<file path="src/rtl/mc_controller_param.sv">
// Mode-change controller slave for the NI schedule-table path.
// Holds a per-mode table of schedule-table window bounds, accepts a mode-change
// request over the config bus, and commits it at a TDM period boundary once the
// global phase count matches the requested phase.
module mc_controller_param #(
   parameter  int MODES      = 4,
   parameter  int STBL_IDX_W = 8,
   parameter  int MC_CNT_W   = 2,
   parameter  int ADDR_W     = 14,
   localparam int MIDX_W     = $clog2(MODES)
) (
   input  logic                  clk,
   input  logic                  reset,
   input  logic                  run,
   input  logic [ADDR_W-1:0]     config_addr,
   input  logic                  config_en,
   input  logic                  config_wr,
   input  logic [31:0]           config_wdata,
   input  logic                  sel,
   input  logic                  period_boundary,
   input  logic [MC_CNT_W-1:0]   mc_p_cnt,
   output logic [31:0]           config_slv_rdata,
   output logic                  config_slv_error,
   output logic [STBL_IDX_W-1:0] stbl_min,
   output logic [STBL_IDX_W-1:0] stbl_maxp1,
   output logic                  mc,
   output logic [MIDX_W-1:0]     mc_idx,
   output logic [MC_CNT_W-1:0]   mc_p
);

   // Offset one past the last table entry.
   localparam logic [10:0] TBL_END = 11'(MODES + 2);

   // Architectural state
   logic [MIDX_W-1:0]     mode_idx_r;
   logic                  pending_r;
   logic [MIDX_W-1:0]     pend_idx_r;
   logic [MC_CNT_W-1:0]   pend_phase_r;
   logic [STBL_IDX_W-1:0] tbl_min_r   [MODES];
   logic [STBL_IDX_W-1:0] tbl_maxp1_r [MODES];
   logic [STBL_IDX_W-1:0] stbl_min_r;
   logic [STBL_IDX_W-1:0] stbl_maxp1_r;
   logic                  mc_r;
   logic [MIDX_W-1:0]     mc_idx_r;
   logic [MC_CNT_W-1:0]   mc_p_r;
   logic [31:0]           rdata_r;
   logic                  error_r;

   // Decode and control signals
   logic                  acc_s;
   logic [10:0]           offset_s;
   logic                  is_req_s;
   logic                  is_stat_s;
   logic                  is_tbl_s;
   logic [MIDX_W-1:0]     tbl_idx_s;
   logic                  err_s;
   logic                  req_ok_s;
   logic                  tbl_wr_s;
   logic                  rd_ok_s;
   logic [31:0]           rdata_s;
   logic                  commit_s;
   logic [MIDX_W-1:0]     next_mode_s;

   // run and the upper address/data bits carry no meaning for this slave.
   logic                  unused_s;
   assign unused_s = ^{run, config_addr, config_wdata};

   assign acc_s    = sel & config_en;
   assign offset_s = config_addr[10:0];

   // Address decode and access error classification.
   // The whole low half-word of a request is range checked so an out-of-range
   // index is rejected instead of silently aliasing onto a valid mode.
   always_comb begin
      is_req_s  = (offset_s == 11'd0);
      is_stat_s = (offset_s == 11'd1);
      is_tbl_s  = (offset_s >= 11'd2) && (offset_s < TBL_END);
      tbl_idx_s = MIDX_W'(offset_s - 11'd2);
      err_s     = 1'b0;
      if (is_req_s) begin
         if (config_wr) begin
            err_s = (config_wdata[15:0] >= 16'(MODES)) | pending_r;
         end else begin
            err_s = 1'b0;
         end
      end else if (is_stat_s) begin
         err_s = config_wr;
      end else if (is_tbl_s) begin
         err_s = 1'b0;
      end else begin
         err_s = 1'b1;
      end
   end

   assign req_ok_s = acc_s & config_wr & is_req_s & ~err_s;
   assign tbl_wr_s = acc_s & config_wr & is_tbl_s;
   assign rd_ok_s  = acc_s & ~config_wr & ~err_s;

   // Read data mux; fields are zero-extended into the 32-bit word.
   always_comb begin
      rdata_s = 32'd0;
      if (is_req_s) begin
         rdata_s[MIDX_W-1:0] = mode_idx_r;
      end else if (is_stat_s) begin
         rdata_s[31]              = pending_r;
         rdata_s[16 +: MC_CNT_W]  = pend_phase_r;
         rdata_s[MIDX_W-1:0]      = pend_idx_r;
      end else if (is_tbl_s) begin
         rdata_s[16 +: STBL_IDX_W] = tbl_maxp1_r[tbl_idx_s];
         rdata_s[STBL_IDX_W-1:0]   = tbl_min_r[tbl_idx_s];
      end else begin
         rdata_s = 32'd0;
      end
   end

   // Commit uses the pending flag from before this edge, so a request landing
   // on a boundary can only commit at a later boundary.
   assign commit_s    = pending_r & period_boundary & (mc_p_cnt == pend_phase_r);
   assign next_mode_s = commit_s ? pend_idx_r : mode_idx_r;

   // Request latching, commit and the one-cycle mode-change indication.
   always_ff @(posedge clk or negedge reset) begin
      if (!reset) begin
         mode_idx_r   <= {MIDX_W{1'b0}};
         pending_r    <= 1'b0;
         pend_idx_r   <= {MIDX_W{1'b0}};
         pend_phase_r <= {MC_CNT_W{1'b0}};
         mc_r         <= 1'b0;
         mc_idx_r     <= {MIDX_W{1'b0}};
         mc_p_r       <= {MC_CNT_W{1'b0}};
      end else if (commit_s) begin
         mode_idx_r <= pend_idx_r;
         pending_r  <= 1'b0;
         mc_r       <= 1'b1;
         mc_idx_r   <= pend_idx_r;
         mc_p_r     <= pend_phase_r;
      end else begin
         mc_r     <= 1'b0;
         mc_idx_r <= {MIDX_W{1'b0}};
         mc_p_r   <= {MC_CNT_W{1'b0}};
         if (req_ok_s) begin
            pending_r    <= 1'b1;
            pend_idx_r   <= config_wdata[MIDX_W-1:0];
            pend_phase_r <= config_wdata[16 +: MC_CNT_W];
         end
      end
   end

   // Per-mode window table, written over the config bus.
   always_ff @(posedge clk or negedge reset) begin
      if (!reset) begin
         for (int i = 0; i < MODES; i++) begin
            tbl_min_r[i]   <= {STBL_IDX_W{1'b0}};
            tbl_maxp1_r[i] <= {STBL_IDX_W{1'b0}};
         end
      end else if (tbl_wr_s) begin
         tbl_min_r[tbl_idx_s]   <= config_wdata[STBL_IDX_W-1:0];
         tbl_maxp1_r[tbl_idx_s] <= config_wdata[16 +: STBL_IDX_W];
      end
   end

   // Active window reload at each period boundary; a same-cycle table write
   // is not visible here because the table is read before it updates.
   always_ff @(posedge clk or negedge reset) begin
      if (!reset) begin
         stbl_min_r   <= {STBL_IDX_W{1'b0}};
         stbl_maxp1_r <= {STBL_IDX_W{1'b0}};
      end else if (period_boundary) begin
         stbl_min_r   <= tbl_min_r[next_mode_s];
         stbl_maxp1_r <= tbl_maxp1_r[next_mode_s];
      end
   end

   // Registered bus response: read data holds except on clean reads.
   always_ff @(posedge clk or negedge reset) begin
      if (!reset) begin
         rdata_r <= 32'd0;
         error_r <= 1'b0;
      end else begin
         error_r <= acc_s & err_s;
         if (rd_ok_s) begin
            rdata_r <= rdata_s;
         end
      end
   end

   assign config_slv_rdata = rdata_r;
   assign config_slv_error = error_r;
   assign stbl_min         = stbl_min_r;
   assign stbl_maxp1       = stbl_maxp1_r;
   assign mc               = mc_r;
   assign mc_idx           = mc_idx_r;
   assign mc_p             = mc_p_r;

endmodule

</file>
<file path="config.mk">
export PLATFORM = sky130hd
export DESIGN_NAME = mc_controller_param
export DESIGN_NICKNAME = d
export VERILOG_FILES = /design/src/rtl/mc_controller_param.sv
export SDC_FILE = /design/constraint.sdc
export NUM_CORES = 1
export LEC_CHECK = 0
export ABC_AREA = 0
export BUFFER_PORTS_ARGS = -buffer_cell sky130_fd_sc_hd__buf_4
export CAP_MARGIN = 20
export CORE_MARGIN = 2
export CORE_UTILIZATION = 35
export DETAILED_ROUTE_END_ITERATION = 10
export GPL_ROUTABILITY_DRIVEN = 0
export PLACE_DENSITY = 0.59
export SLEW_MARGIN = 30
export SYNTH_ARGS = -nofsm -noshare
export SYNTH_HDL_FRONTEND = slang
export SYNTH_SLANG_ARGS = --single-unit
</file>
<file path="constraint.sdc">
create_clock -name clk -period 3.7 [get_ports clk]
set_input_delay 0 -clock clk [delete_from_list [all_inputs] [get_ports clk]]
set_output_delay 0 -clock clk [all_outputs]
set_load 0.01 [all_outputs]
</file>
==> flow_summary.yaml, run 1 <==
cts:
  postCtsResizedCells: 0
  cts_sinks: 110
  clock_path_buffers: 2
  cts_tree: "built"
  clkSlewWorstSetupHoldPaths_ns: 0.07
  worst_skew_pair.late_latency_ns: 0.35
  cts.htree.levels: 3
  cts_buf_count: 9
  cts.root.buffer_cell: "sky130_fd_sc_hd__clkbuf_16"
global_routing:
  gr-usage-all-layers: 0.171
  grt_overflow_total: 0
  first_global_vias: 3894
  maximum_number_of_pins_on_one_net_before_global_route_repair: 66
  number_of_antenna_violations_at_the_first_check_in_global_routing: 0
  wire_length_of_the_first_global_routing_pass_um: 21200
sta:
  maxSlewViolCount: 0
  slew_headroom: 0.404
  finalHoldViolCount: 0
  post-route-min-period_ns: 2.47
  grt_setup_unrepaired: "no"
  max_freq_ghz: 0.404
  setup-tns-final_ns: 0
  layout_worst_path_cycle_share: 0.668
  clock_skew_ns: 0.00465
  finalSetupViolations: 0
  postLayoutSetupSlackWorst_ns: 1.23
  max_slew.worst_pin.slew_ns: 0.894
cells_and_area:
  finalNetCount: 572
  antenna_cells: 0
  synthToLayoutAreaGrowth_pct: 23.6
  filler_cell_count: 1405
  final_core_util: 0.440
  drive_gt1_frac: 0.379
  multi_input_comb_area_mm2: 0.00238
  final_cell_count_no_fill: 710
  design_area_mm2: 0.00665
  layout.area.seq_mm2: 0.00275
floorplan:
  width_of_the_die_um: 128
  design.die.area_mm2: 0.0164
  io_pins: 109
  core.rowCount: 45
  die_height_um: 128
  effective_utilization_at_floorplan: 0.356
  design.core.area_mm2: 0.0151
logic_synthesis:
  post-synth-top-area-cell: "sky130_fd_sc_hd__dfrtp_1"
  post-synth-top-count-cell: "sky130_fd_sc_hd__dfrtp_1"
  ys.warnings.count: 0
  synth_commonest_cells: "sky130_fd_sc_hd__dfrtp_1, sky130_fd_sc_hd__mux2_2, sky130_fd_sc_hd__a211oi_1"
  ys_types: 42
  dominantRegCellSynth: "sky130_fd_sc_hd__dfrtp_1"
  ys_top_cells_by_area: "sky130_fd_sc_hd__dfrtp_1, sky130_fd_sc_hd__mux2_2, sky130_fd_sc_hd__mux4_2"
  proportion_of_synthesized_flip_flops_having_asynchronous_set_or_reset: 1.00
  seq_area_frac_synth: 0.512
  syn-cell-area_mm2: 0.00538
  post-synth-top-area-fraction: 0.512
  count_of_flip_flops_with_a_built_in_enable_after_synthesis: 0
  syn_inst: 423
  mean_instance_size_in_the_synthesized_netlist_um2: 12.7
  ys_ff_latch: 110
placed_design:
  port_buffers: 81
  placement.setup.worst_slack_ns: 1.15
  post_place_instance_area_mm2: 0.00610
  dpl.cell_count: 674
  detailedPlacementHpwl_um: 8590
run:
  maxCapViolCount: 0
detailed_routing:
  iteration_0_drc_markers: 164
  drt_pre_antenna_iters: 4
  vias: 3727
  avgViaCountPerCell: 5.25
  route.met3.wl_um: 468
  routed.top_layer: "met4"
  wirelength_met1_um: 6060
  drcViolationCount: 0
  wl_per_cell_um: 18.9
  met2RoutedLength_um: 6730
  detail-route-antenna-nets: 0
  wl_um: 13500
power_and_ir_drop:
  internal_power_mw: 1.95
  power.sequential.fraction: 0.492
  comb_power_share: 0.075
  irDropWorstVdd_uv: 202
  clkPwrFrac: 0.433
  switching_share: 0.217
  power.density_cell_area_mw_per_mm2: 375
  power.switching_mw: 0.541
  leakagePower_nw: 3.07
critical_path:
  crit_type: "flop to flop"
  cp.required_ns: 3.88
  start_kind: "flop"
  cp_max_delay_cell: "sky130_fd_sc_hd__and2_1"
  cp_data_arrival_time_ns: 2.65
  path_max_fanout: 16
  cp_slowest_stage_delay_ns: 0.76
  end_kind: "flop"
  worstPathCellList: "xor2_1 -> or3_1 -> o21ai_0 -> and2_1 -> a211oi_1"
hold_path:
  hold_path.class: "input port to flop"
outcome:
  status: "complete, no violations"
## cell type report
cell class / count / area share
sequential: 110 / 0.414
multi-input combinational: 268 / 0.358
timing repair buffer: 110 / 0.132
clock buffer: 13 / 0.0407
tap: 188 / 0.0354
inverter: 18 / 0.0105
clock inverter: 3 / 0.00979
## logic make-up (layout without fill, tap and decap cells)
logic type             after synthesis  after routing  share of synthesized area
AO/OA/AOI/OAI                       81             81                      0.103
XOR/XNOR                             3              3                    0.00489
buffers and inverters               59            144                     0.0570
flip-flops                         110            110                      0.512
multiplexers                       102            102                      0.245
other                                1             15                   0.000697
AND/OR/NAND/NOR                     67             67                     0.0768
## path summary, 6_finish.rpt
check                                                      from                               to  slack, ns  cells after the start
min in group asynchronous                                 reset  config_slv_rdata[2]$_DFFE_PN0P_       0.27                      2
max in group asynchronous                                 reset         tbl_min_r[1]$_DFFE_PN0P_       2.56                      3
worst max-delay path                pend_phase_r[0]$_DFFE_PN0P_          stbl_min[2]$_DFFE_PN0P_       1.23                      5
worst min-delay path                             config_addr[2]       config_slv_error$_DFF_PN0_       0.03                      3
worst min register to register  config_slv_rdata[7]$_DFFE_PN0P_  config_slv_rdata[7]$_DFFE_PN0P_       0.48                      2
worst max register to register      pend_phase_r[0]$_DFFE_PN0P_          stbl_min[2]$_DFFE_PN0P_       1.23                      5
## metal layers
layer | vias to the layer above | GRT usage
met3 | 15 | 0.0213
li1 | 1696 | -
met1 | 1916 | 0.225
met4 | 0 | 0.0569
met5 | - | 0
met2 | 100 | 0.295
## worst max-delay path: cells and delay by family, from the launching register on
family / cells / cell delay [ns]
AND/OR/NAND/NOR: 2 / 1.22
AO/OA/AOI/OAI: 2 / 0.45
flip-flops: 1 / 0.42
XOR/XNOR: 1 / 0.21
## placed cells by master (no fill, tap or decap), drive strengths merged
master and instances:
dfrtp 110, a21boi 16, or4 5, mux2 68, and2 5, bufinv 2, nor2 20, nand2 20
nand4 1, a22o 1, clkbuf 13, a21oi 2, a22oi 2, conb 15, and3 1, nor3b 1
or3 1, o21ai 20, mux4 14, xor2 3, o211a 1, nor4b 3, o211ai 2, a211oi 32
clkinv 1, nor4 4, buf 90, or4b 1, nand3 5, mux2i 20, a31oi 1, a21o 2
o31ai 2, dlygate4sd3 20, inv 18
## state kept, by name (all words and copies together), names as in the netlist
register and flops:
tbl_maxp1_r 32, tbl_min_r 32, config_slv_rdata 17, stbl_maxp1 8, stbl_min 8, mc_idx 2, mc_p 2, mode_idx_r 2
pend_idx_r 2, pend_phase_r 2, config_slv_error 1, mc 1, pending_r 1
## power groups by stage
| stage | clock network [mW] | logic, mW | registers [mW] |
|---|---|---|---|
| after floorplan | 0 | 0.0723 | 1.25 |
| after global placement | 0 | 0.170 | 1.25 |
| after detailed placement | 0 | 0.174 | 1.25 |
| after CTS | 1.10 | 0.191 | 1.23 |
| after global routing | 1.15 | 0.207 | 1.23 |
| final | 1.08 | 0.187 | 1.23 |
## what timing repair did
action / 4_1_cts / 5_1_grt
setup buffers: 0 / 0
hold buffers: 20 / 0
endpoints found under the hold margin: 132 / 0
## metrics by stage
step,power (mW),hold WS [ns]
finish,2.49,0.0269
global route,2.58,0.0482
CTS,2.52,0.0146
detailed placement,1.42,0.162
global placement,1.42,0.147
floorplan,1.32,-0.296
(Power assumes the default switching activity.)
==> run 2: changes to the inputs <==
==> constraint.sdc (replaced) <==
create_clock -name clk -period 2.4 [get_ports clk]
set_input_delay 0 -clock clk [delete_from_list [all_inputs] [get_ports clk]]
set_output_delay 0 -clock clk [all_outputs]
set_load 0.01 [all_outputs]
==> flow_summary.yaml, run 2 (synthesis results as in run 1) <==
floorplan:
  design.core.area_mm2: 0.0151
  design.die.area_mm2: 0.0164
  width_of_the_die_um: 128
  effective_utilization_at_floorplan: 0.356
  die_height_um: 128
  core.rowCount: 45
  io_pins: 109
cells_and_area:
  final_core_util: 0.445
  commonest_non_fill_non_tap_cell_in_the_layout: "sky130_fd_sc_hd__dfrtp_1"
  finalNetCount: 579
  antenna_cells: 0
  layout.cells.most_common_list: "sky130_fd_sc_hd__dfrtp_1, sky130_fd_sc_hd__buf_4, sky130_fd_sc_hd__mux2_2"
  synthToLayoutAreaGrowth_pct: 24.9
  design_area_mm2: 0.00672
  drive_gt1_frac: 0.378
  final_cell_count_no_fill: 717
power_and_ir_drop:
  power.switching_mw: 0.846
  power.sequential.fraction: 0.501
  comb_power_share: 0.077
  report.power.total_mw: 3.77
  internal_power_mw: 2.93
  irDropWorstVdd_uv: 339
  clkPwrFrac: 0.422
  leakagePower_nw: 3.10
  power.density_cell_area_mw_per_mm2: 562
  switching_share: 0.224
critical_path:
  end_kind: "flop"
  cp_data_arrival_time_ns: 2.42
  worstPathCellList: "xor2_1 -> or4b_1 -> and2_1 -> inv_4 -> mux2i_1 -> a211oi_1"
  crit_type: "flop to flop"
  path_max_fanout: 17
  cp_max_delay_cell: "sky130_fd_sc_hd__or4b_1"
  worst_path_buffer_plus_inverter_count: 1
  start_kind: "flop"
  cp_slowest_stage_delay_ns: 0.56
  cp.required_ns: 2.66
  crit_family: "simple AND/OR/NAND/NOR gates"
global_routing:
  first_global_vias: 3902
  maximum_number_of_pins_on_one_net_before_global_route_repair: 66
  grt_overflow_total: 0
  number_of_antenna_violations_at_the_first_check_in_global_routing: 0
  wire_length_of_the_first_global_routing_pass_um: 21600
  gr-usage-all-layers: 0.176
detailed_routing:
  vias: 3722
  wl_um: 13800
  avgViaCountPerCell: 5.19
  drt_pre_antenna_iters: 4
  detail-route-antenna-nets: 0
  iteration_0_drc_markers: 180
  drcViolationCount: 0
  wl_per_cell_um: 19.2
placed_design:
  dpl.cell_count: 681
  port_buffers: 81
  post_place_instance_area_mm2: 0.00621
  placement.setup.worst_slack_ns: 0.237
  detailedPlacementHpwl_um: 8800
cts:
  cts_sinks: 110
  clock_path_buffers: 2
  cts.root.buffer_cell: "sky130_fd_sc_hd__clkbuf_16"
  cts_tree: "built"
  cts_buf_count: 9
  post-cts-setup-buffers: 0
  cts.htree.levels: 3
  worst_skew_pair.late_latency_ns: 0.35
  clkSlewWorstSetupHoldPaths_ns: 0.07
sta:
  postLayoutSetupSlackWorst_ns: 0.239
  grt_setup_unrepaired: "no"
  worst_hold_slack_ns: 0.0338
  setup-tns-final_ns: 0
  slew_headroom: 0.430
  clock_skew_ns: 0.00672
  layout_worst_path_cycle_share: 0.900
  max_freq_ghz: 0.463
  max_slew.worst_pin.slew_ns: 0.855
  finalSetupViolations: 0
  post-route-min-period_ns: 2.16
  finalHoldViolCount: 0
  maxSlewViolCount: 0
run:
  maxCapViolCount: 0
hold_path:
  hold_path.class: "input port to flop"
outcome:
  status: "complete, no violations"
[run 2: layer usage]
metal	routed length, µm	vias up	track usage	share of wire
met4	200	0	0.0556	0.015
met5	0	-	0	0
met3	435	14	0.0275	0.032
li1	-	1722	-	-
met2	6730	83	0.295	0.49
met1	6390	1903	0.234	0.46
[run 2: power by group through the flow]
stage | Combinational, mW | Clock [mW] | Sequential [mW]
final | 0.291 | 1.59 | 1.89
after global routing | 0.323 | 1.69 | 1.89
after CTS | 0.297 | 1.62 | 1.89
after detailed placement | 0.271 | 0 | 1.93
after global placement | 0.265 | 0 | 1.93
after floorplan | 0.112 | 0 | 1.93
[run 2: worst reg2reg max path, cell delays in order (launching register included)]
cell	delay, ns
sky130_fd_sc_hd__dfrtp_1	0.42
sky130_fd_sc_hd__xor2_1	0.21
sky130_fd_sc_hd__or4b_1	0.56
sky130_fd_sc_hd__and2_1	0.20
sky130_fd_sc_hd__inv_4	0.29
sky130_fd_sc_hd__mux2i_1	0.13
sky130_fd_sc_hd__a211oi_1	0.26
[run 2: area by class of cell]
class                      instances  area [µm²]
sequential                       110        2750
inverter                          18        70.1
clock inverter                     3        68.8
timing repair buffer             117         978
fill                            1400        8370
clock buffer                      13         240
tap                              188         235
multi-input combinational        268        2370
[run 2: path summary, 6_finish.rpt]
check                                           startpoint                         endpoint  slack [ns]  cells after the start
max                            pend_phase_r[0]$_DFFE_PN0P_          stbl_min[4]$_DFFE_PN0P_        0.24                      6
min                                         config_addr[2]       config_slv_error$_DFF_PN0_        0.03                      3
max reg2reg                    pend_phase_r[0]$_DFFE_PN0P_          stbl_min[4]$_DFFE_PN0P_        0.24                      6
min reg2reg                config_slv_rdata[1]$_DFFE_PN0P_  config_slv_rdata[1]$_DFFE_PN0P_        0.48                      1
max in group asynchronous                            reset  config_slv_rdata[5]$_DFFE_PN0P_        1.36                      3
min in group asynchronous                            reset  config_slv_rdata[2]$_DFFE_PN0P_        0.28                      2
[run 2: repair_timing]
action	CTS	global route
hold endpoints to repair	133	0
hold buffers	20	0
endpoints found under the setup margin	0	0
gates resized for setup	0	0
==> run 3: changes to the inputs <==
--- a/config.mk
+++ b/config.mk
@@ -8,11 +8,14 @@
 export ABC_AREA = 0
 export BUFFER_PORTS_ARGS = -buffer_cell sky130_fd_sc_hd__buf_4
 export CAP_MARGIN = 20
+export CELL_PAD_IN_SITES_DETAIL_PLACEMENT = 0
+export CELL_PAD_IN_SITES_GLOBAL_PLACEMENT = 1
 export CORE_MARGIN = 2
 export CORE_UTILIZATION = 35
+export CTS_CLUSTER_DIAMETER = 60
 export DETAILED_ROUTE_END_ITERATION = 10
 export GPL_ROUTABILITY_DRIVEN = 0
-export PLACE_DENSITY = 0.59
+export PLACE_DENSITY = 0.7
 export SLEW_MARGIN = 30
 export SYNTH_ARGS = -nofsm -noshare
 export SYNTH_HDL_FRONTEND = slang
==> flow_summary.yaml, run 3 (synthesis results as in run 1) <==
outcome:
  status: "complete, no violations"
sta:
  clock_skew_ns: 0.00759
  worst_hold_slack_ns: 0.0406
  finalHoldViolCount: 0
  layout_worst_path_cycle_share: 0.917
  post-route-min-period_ns: 2.20
  maxSlewViolCount: 0
  max_slew.worst_pin.slew_ns: 0.648
  max_freq_ghz: 0.454
  postLayoutSetupSlackWorst_ns: 0.199
  setup-tns-final_ns: 0
  grt_setup_unrepaired: "no"
  slew_headroom: 0.568
  finalSetupViolations: 0
global_routing:
  grt_overflow_total: 0
  first_global_vias: 3892
  maximum_number_of_pins_on_one_net_before_global_route_repair: 48
  wire_length_of_the_first_global_routing_pass_um: 21300
  number_of_antenna_violations_at_the_first_check_in_global_routing: 1
  gr-usage-all-layers: 0.171
detailed_routing:
  wl_per_cell_um: 18.9
  iteration_0_drc_markers: 188
  vias: 3774
  drcViolationCount: 0
  detail-route-antenna-nets: 0
  wl_um: 13500
  avgViaCountPerCell: 5.26
  drt_pre_antenna_iters: 4
critical_path:
  crit_family: "simple AND/OR/NAND/NOR gates"
  crit_type: "flop to flop"
  cp_max_delay_cell: "sky130_fd_sc_hd__or4b_1"
  path_length_in_cells_of_the_critical_path: 6
  cp-endpoint: "stbl_min[0]$_DFFE_PN0P_"
  worstPathCellList: "xor2_1 -> or4b_1 -> and2_1 -> inv_4 -> mux2i_1 -> a211oi_1"
  rrSetupSlack_ns: 0.20
  path_max_fanout: 17
  start_kind: "flop"
  r2r_end: "stbl_min[0]$_DFFE_PN0P_"
  critPathLaunch: "pend_phase_r[0]$_DFFE_PN0P_"
  cp_slowest_stage_delay_ns: 0.59
  reg2reg_from: "pend_phase_r[0]$_DFFE_PN0P_"
  worst_path_buffer_plus_inverter_count: 1
  cp_data_arrival_time_ns: 2.45
  ff2ff_path_depth: 6
  cp.required_ns: 2.65
  end_kind: "flop"
cts:
  cts_buf_count: 9
  cts_sinks: 110
  cts.htree.levels: 3
  clkSlewWorstSetupHoldPaths_ns: 0.07
  cts_tree: "built"
  cts.root.buffer_cell: "sky130_fd_sc_hd__clkbuf_16"
  clock_path_buffers: 2
  worst_skew_pair.late_latency_ns: 0.35
cells_and_area:
  drive_gt1_frac: 0.386
  finalNetCount: 580
  filler_cell_count: 1410
  commonest_non_fill_non_tap_cell_in_the_layout: "sky130_fd_sc_hd__dfrtp_1"
  layout.area.seq_mm2: 0.00275
  final_cell_count_no_fill: 717
  layout.cells.most_common_list: "sky130_fd_sc_hd__dfrtp_1, sky130_fd_sc_hd__buf_4, sky130_fd_sc_hd__mux2_2"
  antenna_cells: 0
  synthToLayoutAreaGrowth_pct: 24.4
  multi_input_comb_area_mm2: 0.00237
power_and_ir_drop:
  power.sequential.fraction: 0.516
  internal_power_mw: 2.81
  comb_power_share: 0.079
  power.density_cell_area_mw_per_mm2: 547
  switching_share: 0.233
  leakagePower_nw: 3.09
  report.power.total_mw: 3.66
  irDropWorstVdd_uv: 407
  clkPwrFrac: 0.405
  power.switching_mw: 0.852
floorplan:
  io_pins: 109
  effective_utilization_at_floorplan: 0.356
  core.rowCount: 45
  design.die.area_mm2: 0.0164
  design.core.area_mm2: 0.0151
  width_of_the_die_um: 128
  die_height_um: 128
placed_design:
  detailedPlacementHpwl_um: 8630
  port_buffers: 81
  placement.setup.worst_slack_ns: 0.200
  dpl.cell_count: 682
hold_path:
  hold_path.class: "input port to flop"
run:
  maxCapViolCount: 0
[run 3: through the flow]
| stage | cell area (µm²) | utilization |
|---|---|---|
| after floorplan | 5430 | - |
| after global placement | 6200 | 0.411 |
| after detailed placement | 6200 | 0.411 |
| after CTS | 6690 | 0.443 |
| after global routing | 6690 | 0.443 |
| final | 6690 | 0.443 |
[run 3: cell type report]
class | count | area share
Tap cell | 188 | 0.0352
Inverter | 18 | 0.0105
Timing Repair Buffer | 118 | 0.146
Clock buffer | 9 | 0.0337
Clock inverter | 6 | 0.00917
Multi-Input combinational cell | 268 | 0.354
Sequential cell | 110 | 0.412
[run 3: tightest hold or removal path, delay by kind of cell]
family	cells	cell delay, ns
buffers and inverters	1	0.17
and+or+nand+nor	1	0.09
AOI/OAI and AO/OA	1	0.08
[run 3: how the worst min path moves through the flow]
stage                         startpoint                         endpoint  slack (ns)  depth (start not counted)
after detailed placement           reset  config_slv_rdata[2]$_DFFE_PN0P_        0.06                          1
after CTS                 config_addr[2]       config_slv_error$_DFF_PN0_        0.03                          3
after global placement             reset  config_slv_rdata[2]$_DFFE_PN0P_        0.06                          1
final                     config_addr[2]       config_slv_error$_DFF_PN0_        0.04                          3
after floorplan                    reset       config_slv_error$_DFF_PN0_       -0.30                          0
after global routing      config_addr[2]       config_slv_error$_DFF_PN0_        0.08                          3
[run 3: routing by layer]
layer / part of all wire / routed length (µm) / GRT usage / up-vias
met5: 0 / 0 / 0 / -
met4: 0.012 / 160 / 0.0530 / 0
met3: 0.030 / 408 / 0.0246 / 14
met2: 0.51 / 6920 / 0.293 / 82
met1: 0.45 / 6050 / 0.225 / 1960
li1: - / - / - / 1718
[run 3: power groups by stage]
stage | Clock (mW) | Combinational, mW | Sequential, mW
3_5_place_dp | 0 | 0.271 | 1.93
6_report | 1.48 | 0.290 | 1.89
3_3_place_gp | 0 | 0.265 | 1.93
4_1_cts | 1.52 | 0.297 | 1.89
2_1_floorplan | 0 | 0.112 | 1.93
5_1_grt | 1.58 | 0.321 | 1.89
[run 3: what timing repair did]
item / in CTS / in global routing
hold buffers: 20 / 0
setup buffers: 0 / 0
gates resized for setup: 0 / 0
hold endpoints to repair: 114 / 0
